===== config.mk =====
export PLATFORM = sky130hd
export DESIGN_NAME = lock_seq
export DESIGN_NICKNAME = d
export VERILOG_FILES = /design/src/rtl/lock_pkg.sv /design/src/rtl/lock_seq_interval_timer.sv /design/src/rtl/lock_seq.sv
export SDC_FILE = /design/constraint.sdc
export NUM_CORES = 1
export LEC_CHECK = 0
export BUFFER_PORTS_ARGS = -buffer_cell sky130_fd_sc_hd__buf_2
export CAP_MARGIN = 25
export CORE_UTILIZATION = 60
export CTS_CLUSTER_SIZE = 24
export DETAILED_ROUTE_END_ITERATION = 10
export GPL_ROUTABILITY_DRIVEN = 0
export PLACE_DENSITY = 0.76
export SLEW_MARGIN = 10
export SYNTH_ARGS = -nofsm -noshare
export SYNTH_HDL_FRONTEND = slang
export SYNTH_HIERARCHICAL = 1
export SYNTH_SLANG_ARGS = --single-unit

===== constraint.sdc =====
create_clock -name clk -period 9.18 [get_ports clk]
set_input_delay 0.459 -clock clk [delete_from_list [all_inputs] [get_ports clk]]
set_output_delay 0.459 -clock clk [all_outputs]
set_load 0.01 [all_outputs]

===== src/rtl/lock_pkg.sv =====
// Shared state encoding, direction constants and duration helper for lock_seq.
package lock_pkg;

    typedef enum logic [2:0] {
        ST_IDLE      = 3'd0,
        ST_PREP      = 3'd1,
        ST_ENTRY     = 3'd2,
        ST_ENTRY_SET = 3'd3,
        ST_MOVE      = 3'd4,
        ST_EXIT      = 3'd5,
        ST_EXIT_SET  = 3'd6
    } lock_state_e;

    localparam logic DIR_UP = 1'b0;
    localparam logic DIR_DN = 1'b1;

    // Cycles a state lasts; untimed states report 1 so the timer loads zero.
    function automatic int unsigned state_duration(
        input lock_state_e st,
        input logic        dir,
        input int unsigned fill,
        input int unsigned drain,
        input int unsigned settle,
        input int unsigned timeout
    );
        int unsigned n;
        n = 1;
        case (st)
            ST_PREP:                  n = (dir == DIR_UP) ? drain : fill;
            ST_MOVE:                  n = (dir == DIR_UP) ? fill : drain;
            ST_ENTRY_SET, ST_EXIT_SET: n = settle;
            ST_ENTRY:                 n = timeout;
            default:                  n = 1;
        endcase
        return n;
    endfunction

endpackage


===== src/rtl/lock_seq_interval_timer.sv =====
// Shared down-counter for lock_seq; done stays high at zero until the next load.
module interval_timer #(
    parameter int CNT_W = 32
) (
    input  logic             clk,
    input  logic             reset,
    input  logic             load,
    input  logic [CNT_W-1:0] load_val,
    output logic             done
);

    logic [CNT_W-1:0] count_q;
    logic [CNT_W-1:0] count_d;

    always_comb begin
        count_d = count_q;
        if (load) begin
            count_d = load_val;
        end else if (count_q != '0) begin
            count_d = count_q - CNT_W'(1);
        end
    end

    always_ff @(posedge clk) begin
        if (reset) begin
            count_q <= '0;
        end else begin
            count_q <= count_d;
        end
    end

    assign done = (count_q == '0);

endmodule


===== src/rtl/lock_seq.sv =====
// Canal-lock sequencer: arbitrates up/down passages, drives gates and valves from one timer.
// Optional entry-wait timeout is enabled by defining LOCK_TIMEOUT_EN.
module lock_seq
    import lock_pkg::*;
#(
    parameter int          CNT_W          = 32,
    parameter int unsigned FILL_CYCLES    = 8,
    parameter int unsigned DRAIN_CYCLES   = 8,
    parameter int unsigned SETTLE_CYCLES  = 4,
    parameter int unsigned TIMEOUT_CYCLES = 64
) (
    input  logic clk,
    input  logic reset,
    input  logic req_up,
    input  logic req_down,
    input  logic boat_in,
    input  logic boat_out,
    output logic low_gate,
    output logic high_gate,
    output logic fill_valve,
    output logic drain_valve,
    output logic busy,
    output logic level_high,
    output logic fault
);

    lock_state_e      state_q, state_d;
    logic             dir_q, dir_d;
    logic             level_q, level_d;
    logic             pend_up_q, pend_up_d;
    logic             pend_dn_q, pend_dn_d;
    logic             eff_up, eff_dn;
    logic             timer_load;
    logic [CNT_W-1:0] timer_val;
    logic             timer_done;
`ifdef LOCK_TIMEOUT_EN
    logic             fault_q, fault_d;
`endif

    interval_timer #(.CNT_W(CNT_W)) u_timer (
        .clk      (clk),
        .reset    (reset),
        .load     (timer_load),
        .load_val (timer_val),
        .done     (timer_done)
    );

    always_comb begin
        state_d   = state_q;
        dir_d     = dir_q;
        level_d   = level_q;
        eff_up    = pend_up_q | req_up;
        eff_dn    = pend_dn_q | req_down;
        pend_up_d = eff_up;
        pend_dn_d = eff_dn;
`ifdef LOCK_TIMEOUT_EN
        fault_d   = 1'b0;
`endif
        case (state_q)
            ST_IDLE: begin
                if (eff_up || eff_dn) begin
                    // With both waiting, serve whichever side matches the current level.
                    if (eff_up && eff_dn) begin
                        dir_d = level_q ? DIR_DN : DIR_UP;
                    end else begin
                        dir_d = eff_dn ? DIR_DN : DIR_UP;
                    end
                    if (dir_d == DIR_UP) begin
                        pend_up_d = 1'b0;
                    end else begin
                        pend_dn_d = 1'b0;
                    end
                    state_d = (level_q == (dir_d == DIR_DN)) ? ST_ENTRY : ST_PREP;
                end
            end
            ST_PREP: begin
                if (timer_done) begin
                    level_d = (dir_q == DIR_DN);
                    state_d = ST_ENTRY;
                end
            end
            ST_ENTRY: begin
                if (boat_in) begin
                    state_d = ST_ENTRY_SET;
                end
`ifdef LOCK_TIMEOUT_EN
                else if (timer_done) begin
                    state_d = ST_IDLE;
                    fault_d = 1'b1;
                end
`endif
            end
            ST_ENTRY_SET: begin
                if (timer_done) begin
                    state_d = ST_MOVE;
                end
            end
            ST_MOVE: begin
                if (timer_done) begin
                    level_d = ~level_q;
                    state_d = ST_EXIT;
                end
            end
            ST_EXIT: begin
                if (boat_out) begin
                    state_d = ST_EXIT_SET;
                end
            end
            ST_EXIT_SET: begin
                if (timer_done) begin
                    state_d = ST_IDLE;
                end
            end
            default: state_d = ST_IDLE;
        endcase

        timer_load = (state_d != state_q);
        timer_val  = CNT_W'(state_duration(state_d, dir_d, FILL_CYCLES, DRAIN_CYCLES,
                                           SETTLE_CYCLES, TIMEOUT_CYCLES) - 1);
    end

    always_ff @(posedge clk) begin
        if (reset) begin
            state_q   <= ST_IDLE;
            dir_q     <= DIR_UP;
            level_q   <= 1'b0;
            pend_up_q <= 1'b0;
            pend_dn_q <= 1'b0;
        end else begin
            state_q   <= state_d;
            dir_q     <= dir_d;
            level_q   <= level_d;
            pend_up_q <= pend_up_d;
            pend_dn_q <= pend_dn_d;
        end
    end

`ifdef LOCK_TIMEOUT_EN
    always_ff @(posedge clk) begin
        if (reset) begin
            fault_q <= 1'b0;
        end else begin
            fault_q <= fault_d;
        end
    end
    assign fault = fault_q;
`else
    assign fault = 1'b0;
`endif

    // Gate/valve decode is purely from registered state, so at most one is ever high.
    always_comb begin
        low_gate    = 1'b0;
        high_gate   = 1'b0;
        fill_valve  = 1'b0;
        drain_valve = 1'b0;
        case (state_q)
            ST_PREP: begin
                if (dir_q == DIR_UP) drain_valve = 1'b1;
                else                 fill_valve  = 1'b1;
            end
            ST_ENTRY, ST_ENTRY_SET: begin
                if (dir_q == DIR_UP) low_gate  = 1'b1;
                else                 high_gate = 1'b1;
            end
            ST_MOVE: begin
                if (dir_q == DIR_UP) fill_valve  = 1'b1;
                else                 drain_valve = 1'b1;
            end
            ST_EXIT, ST_EXIT_SET: begin
                if (dir_q == DIR_UP) high_gate = 1'b1;
                else                 low_gate  = 1'b1;
            end
            default: ;
        endcase
    end

    assign busy       = (state_q != ST_IDLE);
    assign level_high = level_q;

endmodule


**Word-level counts from Yosys, hierarchy flattened**

Cells that the tools add are included.

- $add $sub $neg: 2
- Equal/unequal tests: 15
- Multiplexer cells: 32
- Bitwise gates (word level): 3
- Reductions and logical operators: 14

Operator list:

| cell | count |
|---|---|
| 32-bit 2-to-1 mux | 2 |
| 32-bit by 1-bit subtractor with 32-bit output, second input constant | 2 |
| 32-bit zero test | 1 |
| 32-bit nonzero test | 1 |
| 3-bit 2-to-1 mux | 7 |
| 3-bit one-hot mux with 7 select lines | 1 |
| 7-bit one-hot mux with 3 select lines | 1 |
| 3-bit == test, second input constant | 5 |
| 1-bit 2-to-1 mux | 15 |
| 3-bit by 2-bit == test with 1-bit output, second input constant | 4 |
| 1-bit one-hot mux with 2 select lines | 5 |
| 2-bit OR reduction | 4 |
| 3-bit by 1-bit == test with 1-bit output, second input constant | 2 |
| 2-bit != test, second input constant | 2 |
| 2-bit nonzero test | 2 |
| 3-bit zero test | 1 |
| 3-bit != test | 1 |
| 3-bit AND reduction | 1 |
| 3-bit nonzero test | 1 |
| 2-bit 2-to-1 mux | 1 |
| 1-bit OR | 2 |
| 2-bit AND reduction | 1 |
| 1-bit == test | 1 |
| 1-bit logical AND | 1 |
| other kinds (2) | 2 |

- Bits in registers: 39
- Input port bits: 6
- Output and inout port bits: 7
- Logic and storage cells: 72

**Logic depth before layout (Yosys ltp)**

Gate-level depths: netlist of run 1.

- Depth after elaboration: 14
- Gate-level depth with buffers: 17
- Gate-level depth less buffers: 15

**By module**

Netlist of run 1, hierarchy kept.

By module, submodules not included:

| module | instances | cells each | area each (um2) | seq. area each (um2) |
|---|---|---|---|---|
| interval_timer | 1 | 210 | 1834.3 | 640.6 |
| lock_seq | 1 | 87 | 654.4 | 140.1 |

**Worst setup path after synthesis of run 1**

Ideal clock, no wire load.

- Path type: register -> register
- Start: register u_timer.count_q[17]
- End: register u_timer.count_q[29]
- Setup time: 0.067 ns
- Arrival: 3.541 ns
- Required time: 9.113 ns
- Slack: 5.572 ns
- Cell stages (with the launch flop): 16
- Buffers on the path: 3
- Period minus slack after synthesis: 3.608 ns
- Path through: dfxtp_1 > or4_4 > or4_1 > or4_1 > buf_4 > clkinv_8 > nand2_1 > o211ai_1 > a211oi_4 > o22ai_1 > clkbuf_1 > inv_1 > nor2_1 > clkbuf_1 > nand2_1 > o21ai_2

- Elaborated cells between the ends (all ways): 21
- Those cells by class: 2 x add/sub; 6 x eq/ne; 8 x mux; 5 x reduce/logical

RTL lines:

| what | line | RTL |
|---|---|---|
| start, declared | lock_seq_interval_timer.sv:12 | `logic [CNT_W-1:0] count_q;` |
| start signal, assigned | lock_seq_interval_timer.sv:28 | `count_q <= count_d;` |
| 32-bit zero test * | lock_seq_interval_timer.sv:32 | `assign done = (count_q == '0);` |
| named net timer_done | lock_seq.sv:35 | `logic timer_done;` |
| 3-bit 2-to-1 mux, on equally long branches | -- |  |
| 3-bit one-hot mux with 7 select lines * | lock_seq.sv:59 | `case (state_q)` |
| 3-bit != test * | lock_seq.sv:117 | `timer_load = (state_d != state_q);` |
| named net timer_load | lock_seq.sv:33 | `logic timer_load;` |
| 32-bit 2-to-1 mux or 2-bit nonzero test (tied branches) | -- |  |

The timed path passes the listed nets; every way through them passes the cells marked *. The select of a mux whose other input is x is not followed.
A chain may end at the register's enable or synchronous reset.

**Worst setup path in the final report of run 1**

- Start: register u_timer.count_q[0]
- End: register u_timer.count_q[8]

The elaborated chain is that of the path after synthesis.

==> results by group, run 1 <==
Global route
  • GRT busiest layer: met2
  • GR Util met3: 0.05172
  • M1 GR Usage: 0.3375
  • M2 GR Usage: 0.3788
  • Initial antenna violation count: 0
  • All-Layer GR Usage: 0.2439
  • First-pass GRT wire length: ~8200 um
  • Gr ovfl total: 0
  • Vias in the first global route: about 1.8k
  • Largest net degree at the start of global routing: 22

Placed design
  • Area after DPL: 2531 um2
  • DP Wirelength: ~3500 um
  • Port bufs: 11

STA
  • Setup TNS: 0 ns
  • Fmax: 0.2116 GHz
  • # setup viols final: 0
  • RSZ-0062 raised after global routing: false
  • Pin slew with the least headroom to its limit: about 0.83 ns
  • Hold Vio Cnt, Final: 0
  • Tcrit/Tclk final: 0.5147
  • Slew Viols, Final: 0
  • Tmin final: roughly 4.7 ns
  • Worst slew margin: 0.4387
  • Hold slack: ~0.46 ns
  • Final Skew: ~0.009 ns

Synthesis
  • Post-synth top area cell: dfxtp_1
  • Post-synth EDFFs: 0
  • Yosys reg bits: 39
  • FFs w/ async S/R, synth: 0
  • Synth Area in Adders: 0.01006
  • Post-synthesis sequential area ratio: 0.3137
  • Top FF cell, synth: dfxtp_1
  • Post-synthesis cell area: roughly 2500 um2
  • YS warnings: 6
  • Largest family of logic cells by synthesized area: simple AND/OR/NAND/NOR gates
  • Synth Area in Compound Gates: 0.2112
  • Synth cell types: 55
  • Synth Area in XOR/XNOR: 0.08446
  • Cells after Synth: around 300
  • Synth top area share: 0.3137
  • Synth top area cells: dfxtp_1 31%, xnor2_1 5.3%, nand2_1 4.5%
  • Synth Area in Simple Gates: 0.2956
  • Post-synthesis mux area share: 0.01207
  • Syn Area/Cell: roughly 8.4 um2

Floorplanning
  • Starting Density: 0.6221
  • DIE WIDTH: approximately 66 um
  • Core Footprint: 4000 um2
  • Row Count: 23
  • Die Y: roughly 66 um
  • Ports: 13
  • Full die area: approximately 4400 um2

Layout
  • Commonest non-fill, non-tap cell in the layout: dfxtp_1
  • Multi-input gate area: roughly 1600 um2
  • Share of cells above drive strength 1: 0.1479
  • Final Util: 0.6597
  • Sequential cell area: between 700 and 800 um2
  • Fill cell count: approximately 360
  • Cell area after layout: roughly 2600 um2
  • Most frequent cells in the layout: 39 x dfxtp_1, 30 x nand2_1, 26 x nor2_1
  • Final nets: 318
  • Area Growth Syn to Fin: 6.033%
  • Diode count: 0

Clock tree
  • CTS HTree Levels: 2
  • TritonCTS clock tree: yes
  • Setup Buffers After CTS: 0
  • Clock sink count: 39
  • Worst-case clock buffer depth: 2
  • Latest clock arrival within the worst-skew pair: between 0.2 and 0.3 ns
  • CTS Root Cell: clkbuf_8
  • Worst-path clk slew: 0.08 ns
  • CTS buffer count: 5
  • CTS Hold Bufs: 0
  • Post-cts sizing count: 0

Drt
  • Post-route DRC: 0
  • Via count: roughly 2.2k
  • Initial DRT Pass Iterations: 4
  • WL final: 5207 um
  • DRT antenna net count: 0
  • Drt initial violations: 235
  • Routed wire per std cell: ~14 um
  • Post-DR vias/cell: 5.964

Setup path
  • CP endpoint kind: register
  • Crit path DAT: 4.90 ns
  • Req. time, crit path: about 9.4 ns
  • Crit Path Class: register to register
  • CP Launch Type: register
  • CP startpoint: u_timer/count_q[0]$_SDFFE_PP0P_
  • Critical R2R Launch: u_timer/count_q[0]$_SDFFE_PP0P_
  • Crit-path max FO: 21

Min path
  • Hold crit path type: primary input to register
  • Hold path start: req_down

Flow run
  • Max cap viols: 0

Power and ir drop
  • Maximum vdd drop: ~0.00019 V
  • Static leakage: 1.066 nW
  • Overall power: roughly 0.67 mW
  • PwrDens: 253.3 nW/um2

Run status
  • Outcome: finished clean
==> cell families after synthesis <==
group | Yosys count
xor+xnor | 24
compound gates | 63
other cells | 1
simple gates | 136
fa+ha+maj | 2
mux | 3
buf+inv | 29
flops | 39
==> layer usage <==
metal  part of all wire  wire, um
met5                  0         0
met3              0.043       224
met1               0.49      2562
met4              0.012        61
met2               0.45      2359
==> synth_stat cells, drive strengths merged, types with 2 or more instances <==
master,instances
dfxtp,39
nand2,30
nor2,27
o21ai,23
xnor2,15
nor4,14
clkbuf,11
nor3,11
o211a,10
or4,10
a21oi,9
buf,9
nand2b,9
xor2,9
inv,8
nand3,8
or3,8
o31ai,5
a221oi,4
a311oi,4
nand3b,4
or2,4
mux2i,3
nor3b,3
and3,2
ha,2
nand4,2
o22ai,2
==> cell type report <==
cell class | count | share of cell area
multi-input combinational | 242 | 0.5984
inverter | 9 | 0.01754
timing repair buffer | 13 | 0.02655
tap | 50 | 0.02371
sequential | 39 | 0.2959
clock buffer | 8 | 0.03793
==> where the power goes <==
group          total (mW)  leakage, nW  internal [mW]  switching (mW)
Sequential          0.255        0.322          0.209          0.0465
Clock               0.128       0.0515         0.0686          0.0593
Combinational       0.285        0.692          0.114           0.171
==> metrics by stage <==
step	cells	setup slack, ns
4_1_cts	360	4.149
3_5_place_dp	352	4.177
6_report	361	4.455
5_1_grt	361	4.128
3_3_place_gp	352	4.332
2_1_floorplan	310	5.572
==> worst max-delay path: stages, from the launching register on <==
cell and delay (ns):
dfxtp_1 0.33, inv_1 0.12, ha_1 0.22, nor4b_2 0.50, nand2_1 0.41, or4_1 0.82
clkinv_8 0.15, o21ai_1 0.08, a21o_1 0.21, a211oi_4 0.37, o22ai_1 0.13, buf_4 0.23
inv_1 0.47, nor2_1 0.18, buf_4 0.23, nand2_1 0.10, o21ai_2 0.06
==> worst paths after layout <==
path / to / slack (ns) / cells after the start
worst max-delay path: u_timer/count_q[8]$_SDFFE_PP0P_ / 4.45 / 16
worst min-delay path: pend_dn_q$_SDFF_PP0_ / 0.46 / 3
worst max register to register: u_timer/count_q[8]$_SDFFE_PP0P_ / 4.45 / 16
worst min register to register: pend_dn_q$_SDFF_PP0_ / 0.50 / 2
==> state kept, by name, indices dropped and copies added (netlist names) <==
signal	cells
u_timer/count_q	32
state_q	3
dir_q	1
level_high	1
pend_dn_q	1
pend_up_q	1
No activity file was read; power rests on OpenSTA's default activity.
==> run 2: changes to the inputs <==
==> constraint.sdc (replaced) <==
create_clock -name clk -period 4.9 [get_ports clk]
set_input_delay 0.245 -clock clk [delete_from_list [all_inputs] [get_ports clk]]
set_output_delay 0.245 -clock clk [all_outputs]
set_load 0.01 [all_outputs]
==> results by group, run 2 (same netlist as run 1, synthesis figures left out) <==
Run status
  • Outcome: finished clean

Min path
  • Hold depth: 3
  • Hold path start: req_down
  • Min-Delay Endpoint: pend_dn_q$_SDFF_PP0_
  • Hold crit path type: primary input to register

Layout
  • Multi-input gate area: 1579 um2
  • Diode count: 0
  • Register with the most flip-flops: u_timer/count_q
  • Max reg flops: 32
  • Area Growth Syn to Fin: 9.151%
  • Cell area after layout: 2716 um2
  • Commonest non-fill, non-tap cell in the layout: dfxtp_1
  • Most frequent cells in the layout: 39 x dfxtp_1, 30 x nand2_1, 26 x nor2_1
  • Final nets: 324
  • Sequential cell area: approximately 780 um2
  • Share of cells above drive strength 1: 0.1640
  • Fill cell count: 339
  • Regs by FF count: u_timer/count_q x32, state_q x3
  • Fin cells: approximately 370

Clock tree
  • Setup Buffers After CTS: 0
  • Latest clock arrival within the worst-skew pair: 0.29 ns
  • CTS Hold Bufs: 0
  • CTS HTree Levels: 2
  • CTS Root Cell: clkbuf_8
  • Clock sink count: 39
  • Worst-path clk slew: about 0.08 ns
  • Worst-case clock buffer depth: 2
  • Post-cts sizing count: 0
  • CTS buffer count: 5
  • TritonCTS clock tree: yes

STA
  • Final Skew: approximately 0.0058 ns
  • Fmax: roughly 0.23 GHz
  • Pin slew with the least headroom to its limit: 0.5960 ns
  • Tmin final: ~4.3 ns
  • Setup TNS: 0 ns
  • Tcrit/Tclk final: 0.8710
  • # setup viols final: 0
  • Hold Vio Cnt, Final: 0
  • Worst slew margin: 0.6015
  • Slew Viols, Final: 0
  • RSZ-0062 raised after global routing: false

Drt
  • Initial DRT Pass Iterations: 4
  • Routed wire per std cell: approximately 14 um
  • Post-DR vias/cell: ~5.7
  • WL final: 5026 um
  • DRT antenna net count: 0
  • Post-route DRC: 0
  • Via count: between 2k and 2.5k
  • Drt initial violations: ~130

Setup path
  • CP Launch Type: register
  • Crit Path Class: register to register
  • CP endpoint kind: register
  • Length in cells of the worst reg-to-reg path: 12
  • Register-to-register setup slack: approximately 0.63 ns
  • Req. time, crit path: 5.10 ns
  • Critical R2R Launch: u_timer/count_q[17]$_SDFFE_PP0P_
  • Crit-path max FO: 15
  • Crit path DAT: approximately 4.5 ns
  • Reg-to-reg endpoint: u_timer/count_q[12]$_SDFFE_PP0P_

Flow run
  • Max cap viols: 0

Global route
  • All-Layer GR Usage: 0.2554
  • Vias in the first global route: roughly 1.8k
  • First-pass GRT wire length: ~8400 um
  • Initial antenna violation count: 0
  • Gr ovfl total: 0
  • Largest net degree at the start of global routing: 20

Floorplanning
  • DIE WIDTH: ~66 um
  • Row Count: 23
  • Die Y: 66.40 um
  • Full die area: approximately 4400 um2
  • Starting Density: 0.6221
  • Core Footprint: between 4000 and 5000 um2
  • Ports: 13

Placed design
  • Inst Count DP: between 300 and 400
  • DP Wirelength: ~3400 um
  • Area after DPL: 2584 um2
  • Port bufs: 11

Power and ir drop
  • Maximum vdd drop: roughly 0.00029 V
  • PwrDens: between 400 and 500 nW/um2
  • Static leakage: ~1.1 nW
[run 2: worst max path at each step]
stage | from | end | slack (ns) | cells past startpoint
after floorplan | u_timer/count_q[17]$_SDFFE_PP0P_ | u_timer/count_q[29]$_SDFFE_PP0P_ | 1.29 | 15
after global placement | u_timer/count_q[17]$_SDFFE_PP0P_ | u_timer/count_q[12]$_SDFFE_PP0P_ | 0.71 | 12
after detailed placement | u_timer/count_q[17]$_SDFFE_PP0P_ | u_timer/count_q[12]$_SDFFE_PP0P_ | 0.67 | 12
after CTS | u_timer/count_q[17]$_SDFFE_PP0P_ | u_timer/count_q[13]$_SDFFE_PP0P_ | 0.61 | 13
after global routing | u_timer/count_q[17]$_SDFFE_PP0P_ | u_timer/count_q[12]$_SDFFE_PP0P_ | 0.35 | 12
final | u_timer/count_q[17]$_SDFFE_PP0P_ | u_timer/count_q[12]$_SDFFE_PP0P_ | 0.63 | 12
[run 2: area by class of cell]
class | count | area share
Sequential cell | 39 | 0.2874
Clock buffer | 6 | 0.02672
Timing Repair Buffer | 19 | 0.04238
Clock inverter | 2 | 0.02211
Multi-Input combinational cell | 242 | 0.5813
Tap cell | 50 | 0.02303
Inverter | 9 | 0.01704
[run 2: routing by layer]
metal,track usage,wire (um)
met5,0,0
met4,0.06383,53
met3,0.05690,140
met2,0.4082,2212
met1,0.3448,2620
[run 2: worst max-delay path: stages, from the launching register on]
cell,delay (ns)
dfxtp_1,0.36
or4_4,0.53
or4_1,0.61
or4_1,0.65
clkinv_8,0.15
o21ai_1,0.08
a21o_1,0.20
a211oi_4,0.36
nand2_1,0.14
nor2_1,0.23
ha_1,0.49
inv_1,0.08
a221oi_1,0.30
[run 2: power by group]
| group | internal [mW] | leakage, nW | switching (mW) |
|---|---|---|---|
| clock | 0.204 | 0.0654 | 0.115 |
| combinational | 0.242 | 0.721 | 0.323 |
| sequential | 0.391 | 0.322 | 0.0825 |
[run 2: stage by stage]
| stage | setup WS (ns) | power [mW] | hold slack (ns) | util |
|---|---|---|---|---|
| final | 0.6319 | 1.357 | 0.2697 | 0.6791 |
| after global routing | 0.3477 | 1.452 | 0.2936 | 0.6791 |
| after CTS | 0.6134 | 1.361 | 0.2585 | 0.6791 |
| after detailed placement | 0.6689 | 1.038 | 0.5087 | 0.6459 |
| after global placement | 0.7140 | 1.029 | 0.4797 | 0.6459 |
| after floorplan | 1.292 | 0.9131 | 0.3141 | - |
==> run 3: changes to the inputs <==
--- a/config.mk
+++ b/config.mk
@@ -7,6 +7,7 @@
 export LEC_CHECK = 0
 export BUFFER_PORTS_ARGS = -buffer_cell sky130_fd_sc_hd__buf_2
 export CAP_MARGIN = 25
+export CORE_MARGIN = 1.5
 export CORE_UTILIZATION = 60
 export CTS_CLUSTER_SIZE = 24
 export DETAILED_ROUTE_END_ITERATION = 10
==> constraint.sdc (replaced) <==
create_clock -name clk -period 4.9 [get_ports clk]
set_input_delay 1.225 -clock clk [delete_from_list [all_inputs] [get_ports clk]]
set_output_delay 1.225 -clock clk [all_outputs]
set_load 0.01 [all_outputs]
==> results by group, run 3 (same netlist as run 1, synthesis figures left out) <==
Clock tree
  • Post-cts sizing count: 0
  • Clock sink count: 39
  • Setup Buffers After CTS: 0
  • CTS HTree Levels: 2
  • CTS buffer count: 5
  • TritonCTS clock tree: yes
  • Worst-path clk slew: 0.07 ns
  • Worst-case clock buffer depth: 2
  • CTS Root Cell: clkbuf_8
  • Latest clock arrival within the worst-skew pair: a little under 0.3 ns
  • CTS Hold Bufs: 0

Setup path
  • Crit path DAT: roughly 4.4 ns
  • Slowest cell on crit path: or4_1
  • Slowest cell delay on critical path: 0.65 ns
  • CP Capture Point: u_timer/count_q[2]$_SDFFE_PP0P_
  • Critical R2R Launch: u_timer/count_q[17]$_SDFFE_PP0P_
  • CP endpoint kind: register
  • CP startpoint: u_timer/count_q[17]$_SDFFE_PP0P_
  • Req. time, crit path: a little over 5 ns
  • CP Buf/Inv Count: 3
  • Worst path cell trace: or4_4 > or4_1 > or4_1 > clkinv_8 > nand2_1 > o211ai_1 > a211oi_4 > o22ai_1 > inv_1 > nor2_1 > buf_4 > nand2_1 > o21ai_2
  • Delay-heaviest family, CP: simple AND/OR/NAND/NOR gates
  • Levels on crit path: 13
  • Crit-path max FO: 15
  • CP Launch Type: register
  • Register-to-register setup slack: about 0.69 ns
  • Length in cells of the worst reg-to-reg path: 13
  • Crit Path Class: register to register
  • Reg-to-reg endpoint: u_timer/count_q[2]$_SDFFE_PP0P_

Layout
  • Area Growth Syn to Fin: 8.547%
  • Register with the most flip-flops: u_timer/count_q
  • Commonest non-fill, non-tap cell in the layout: dfxtp_1
  • Cell area after layout: ~2700 um2
  • Share of cells above drive strength 1: 0.1672
  • Most frequent cells in the layout: 39 x dfxtp_1, 30 x nand2_1, 26 x nor2_1
  • Max reg flops: 32
  • Regs by FF count: u_timer/count_q x32, state_q x3
  • Fill cell count: roughly 360
  • Diode count: 0
  • Fin cells: roughly 370
  • Final Util: 0.6753
  • Final nets: ~320

STA
  • # setup viols final: 0
  • Hold Vio Cnt, Final: 0
  • Tcrit/Tclk final: 0.8598
  • RSZ-0062 raised after global routing: false
  • Pin slew with the least headroom to its limit: 0.5986 ns
  • Final Skew: roughly 0.0066 ns
  • Slew Viols, Final: 0
  • Setup TNS: 0 ns
  • Worst slew margin: 0.5998
  • Tmin final: about 4.2 ns
  • Fmax: approximately 0.24 GHz

Power and ir drop
  • Overall power: approximately 1.3 mW
  • Maximum vdd drop: between 0.0003 and 0.0004 V
  • Static leakage: 1.104 nW
  • PwrDens: slightly below 500 nW/um2

Drt
  • Post-route DRC: 0
  • Via count: 2138
  • Drt initial violations: between 150 and 200
  • Post-DR vias/cell: around 5.8
  • WL final: 5139 um
  • Initial DRT Pass Iterations: 4
  • Routed wire per std cell: about 14 um
  • DRT antenna net count: 0

Global route
  • Largest net degree at the start of global routing: 20
  • Gr ovfl total: 0
  • All-Layer GR Usage: 0.2478
  • Vias in the first global route: roughly 1.9k
  • Initial antenna violation count: 0
  • First-pass GRT wire length: 8556 um

Placed design
  • DP Wirelength: roughly 3500 um
  • Inst Count DP: between 300 and 400
  • Port bufs: 11
  • Area after DPL: 2584 um2

Floorplanning
  • Full die area: 4543 um2
  • Die Y: 67.40 um
  • DIE WIDTH: between 60 and 70 um
  • Starting Density: 0.6221
  • Core Footprint: 4000 um2
  • Row Count: 23
  • Ports: 13

Run status
  • Outcome: finished clean

Min path
  • Hold crit path type: register to register

Flow run
  • Max cap viols: 0
-- run 3: changes by cell type in the layout (fill, tap and decap cells not counted) --
cell / before / now
bufinv_16: 2 / 1
clkbuf_1: 1 / 0
clkbuf_8: 5 / 6
clkinv_2: 0 / 1
-- run 3: area by class of cell --
cell class	instances	area, um2	share of cell area
multi-input combinational	242	1579	0.5845
sequential	39	780.7	0.2890
timing repair buffer	19	115.1	0.04261
clock buffer	6	82.58	0.03057
tap	50	62.56	0.02316
inverter	9	46.29	0.01714
clock inverter	2	35.03	0.01297
-- run 3: worst min path at each step --
stage,startpoint,endpoint,slack [ns],cells after the start
after global routing,u_timer/count_q[7]$_SDFFE_PP0P_,u_timer/count_q[7]$_SDFFE_PP0P_,0.53,2
after CTS,pend_dn_q$_SDFF_PP0_,pend_dn_q$_SDFF_PP0_,0.51,2
after floorplan,pend_dn_q$_SDFF_PP0_,pend_dn_q$_SDFF_PP0_,0.47,2
final,pend_dn_q$_SDFF_PP0_,pend_dn_q$_SDFF_PP0_,0.51,2
after detailed placement,pend_dn_q$_SDFF_PP0_,pend_dn_q$_SDFF_PP0_,0.50,2
after global placement,pend_dn_q$_SDFF_PP0_,pend_dn_q$_SDFF_PP0_,0.49,2
-- run 3: tightest hold or removal path, stage by stage, from the launching register on --
cell and delay [ns]:
dfxtp_1 0.32, nor2_1 0.09, nor3_1 0.05
-- run 3: through the flow --
stage,worst slack [ns],hold slack (ns)
finish,0.6869,0.5056
global route,0.3696,0.5329
CTS,0.6891,0.5112
detailed placement,0.7237,0.4999
global placement,0.8609,0.4897
floorplan,1.292,0.4670
-- run 3: metal layers --
metal,vias up,track usage,routed length [um]
li1,1098,-,-
met1,984,0.3224,2438
met2,47,0.4035,2353
met3,9,0.04500,256
met4,0,0.1020,90
met5,-,0,0
-- run 3: where the power goes --
part | switching, mW | internal (mW) | leakage (nW)
sequential | 0.0828 | 0.391 | 0.322
clock | 0.113 | 0.165 | 0.0612
combinational | 0.332 | 0.243 | 0.721
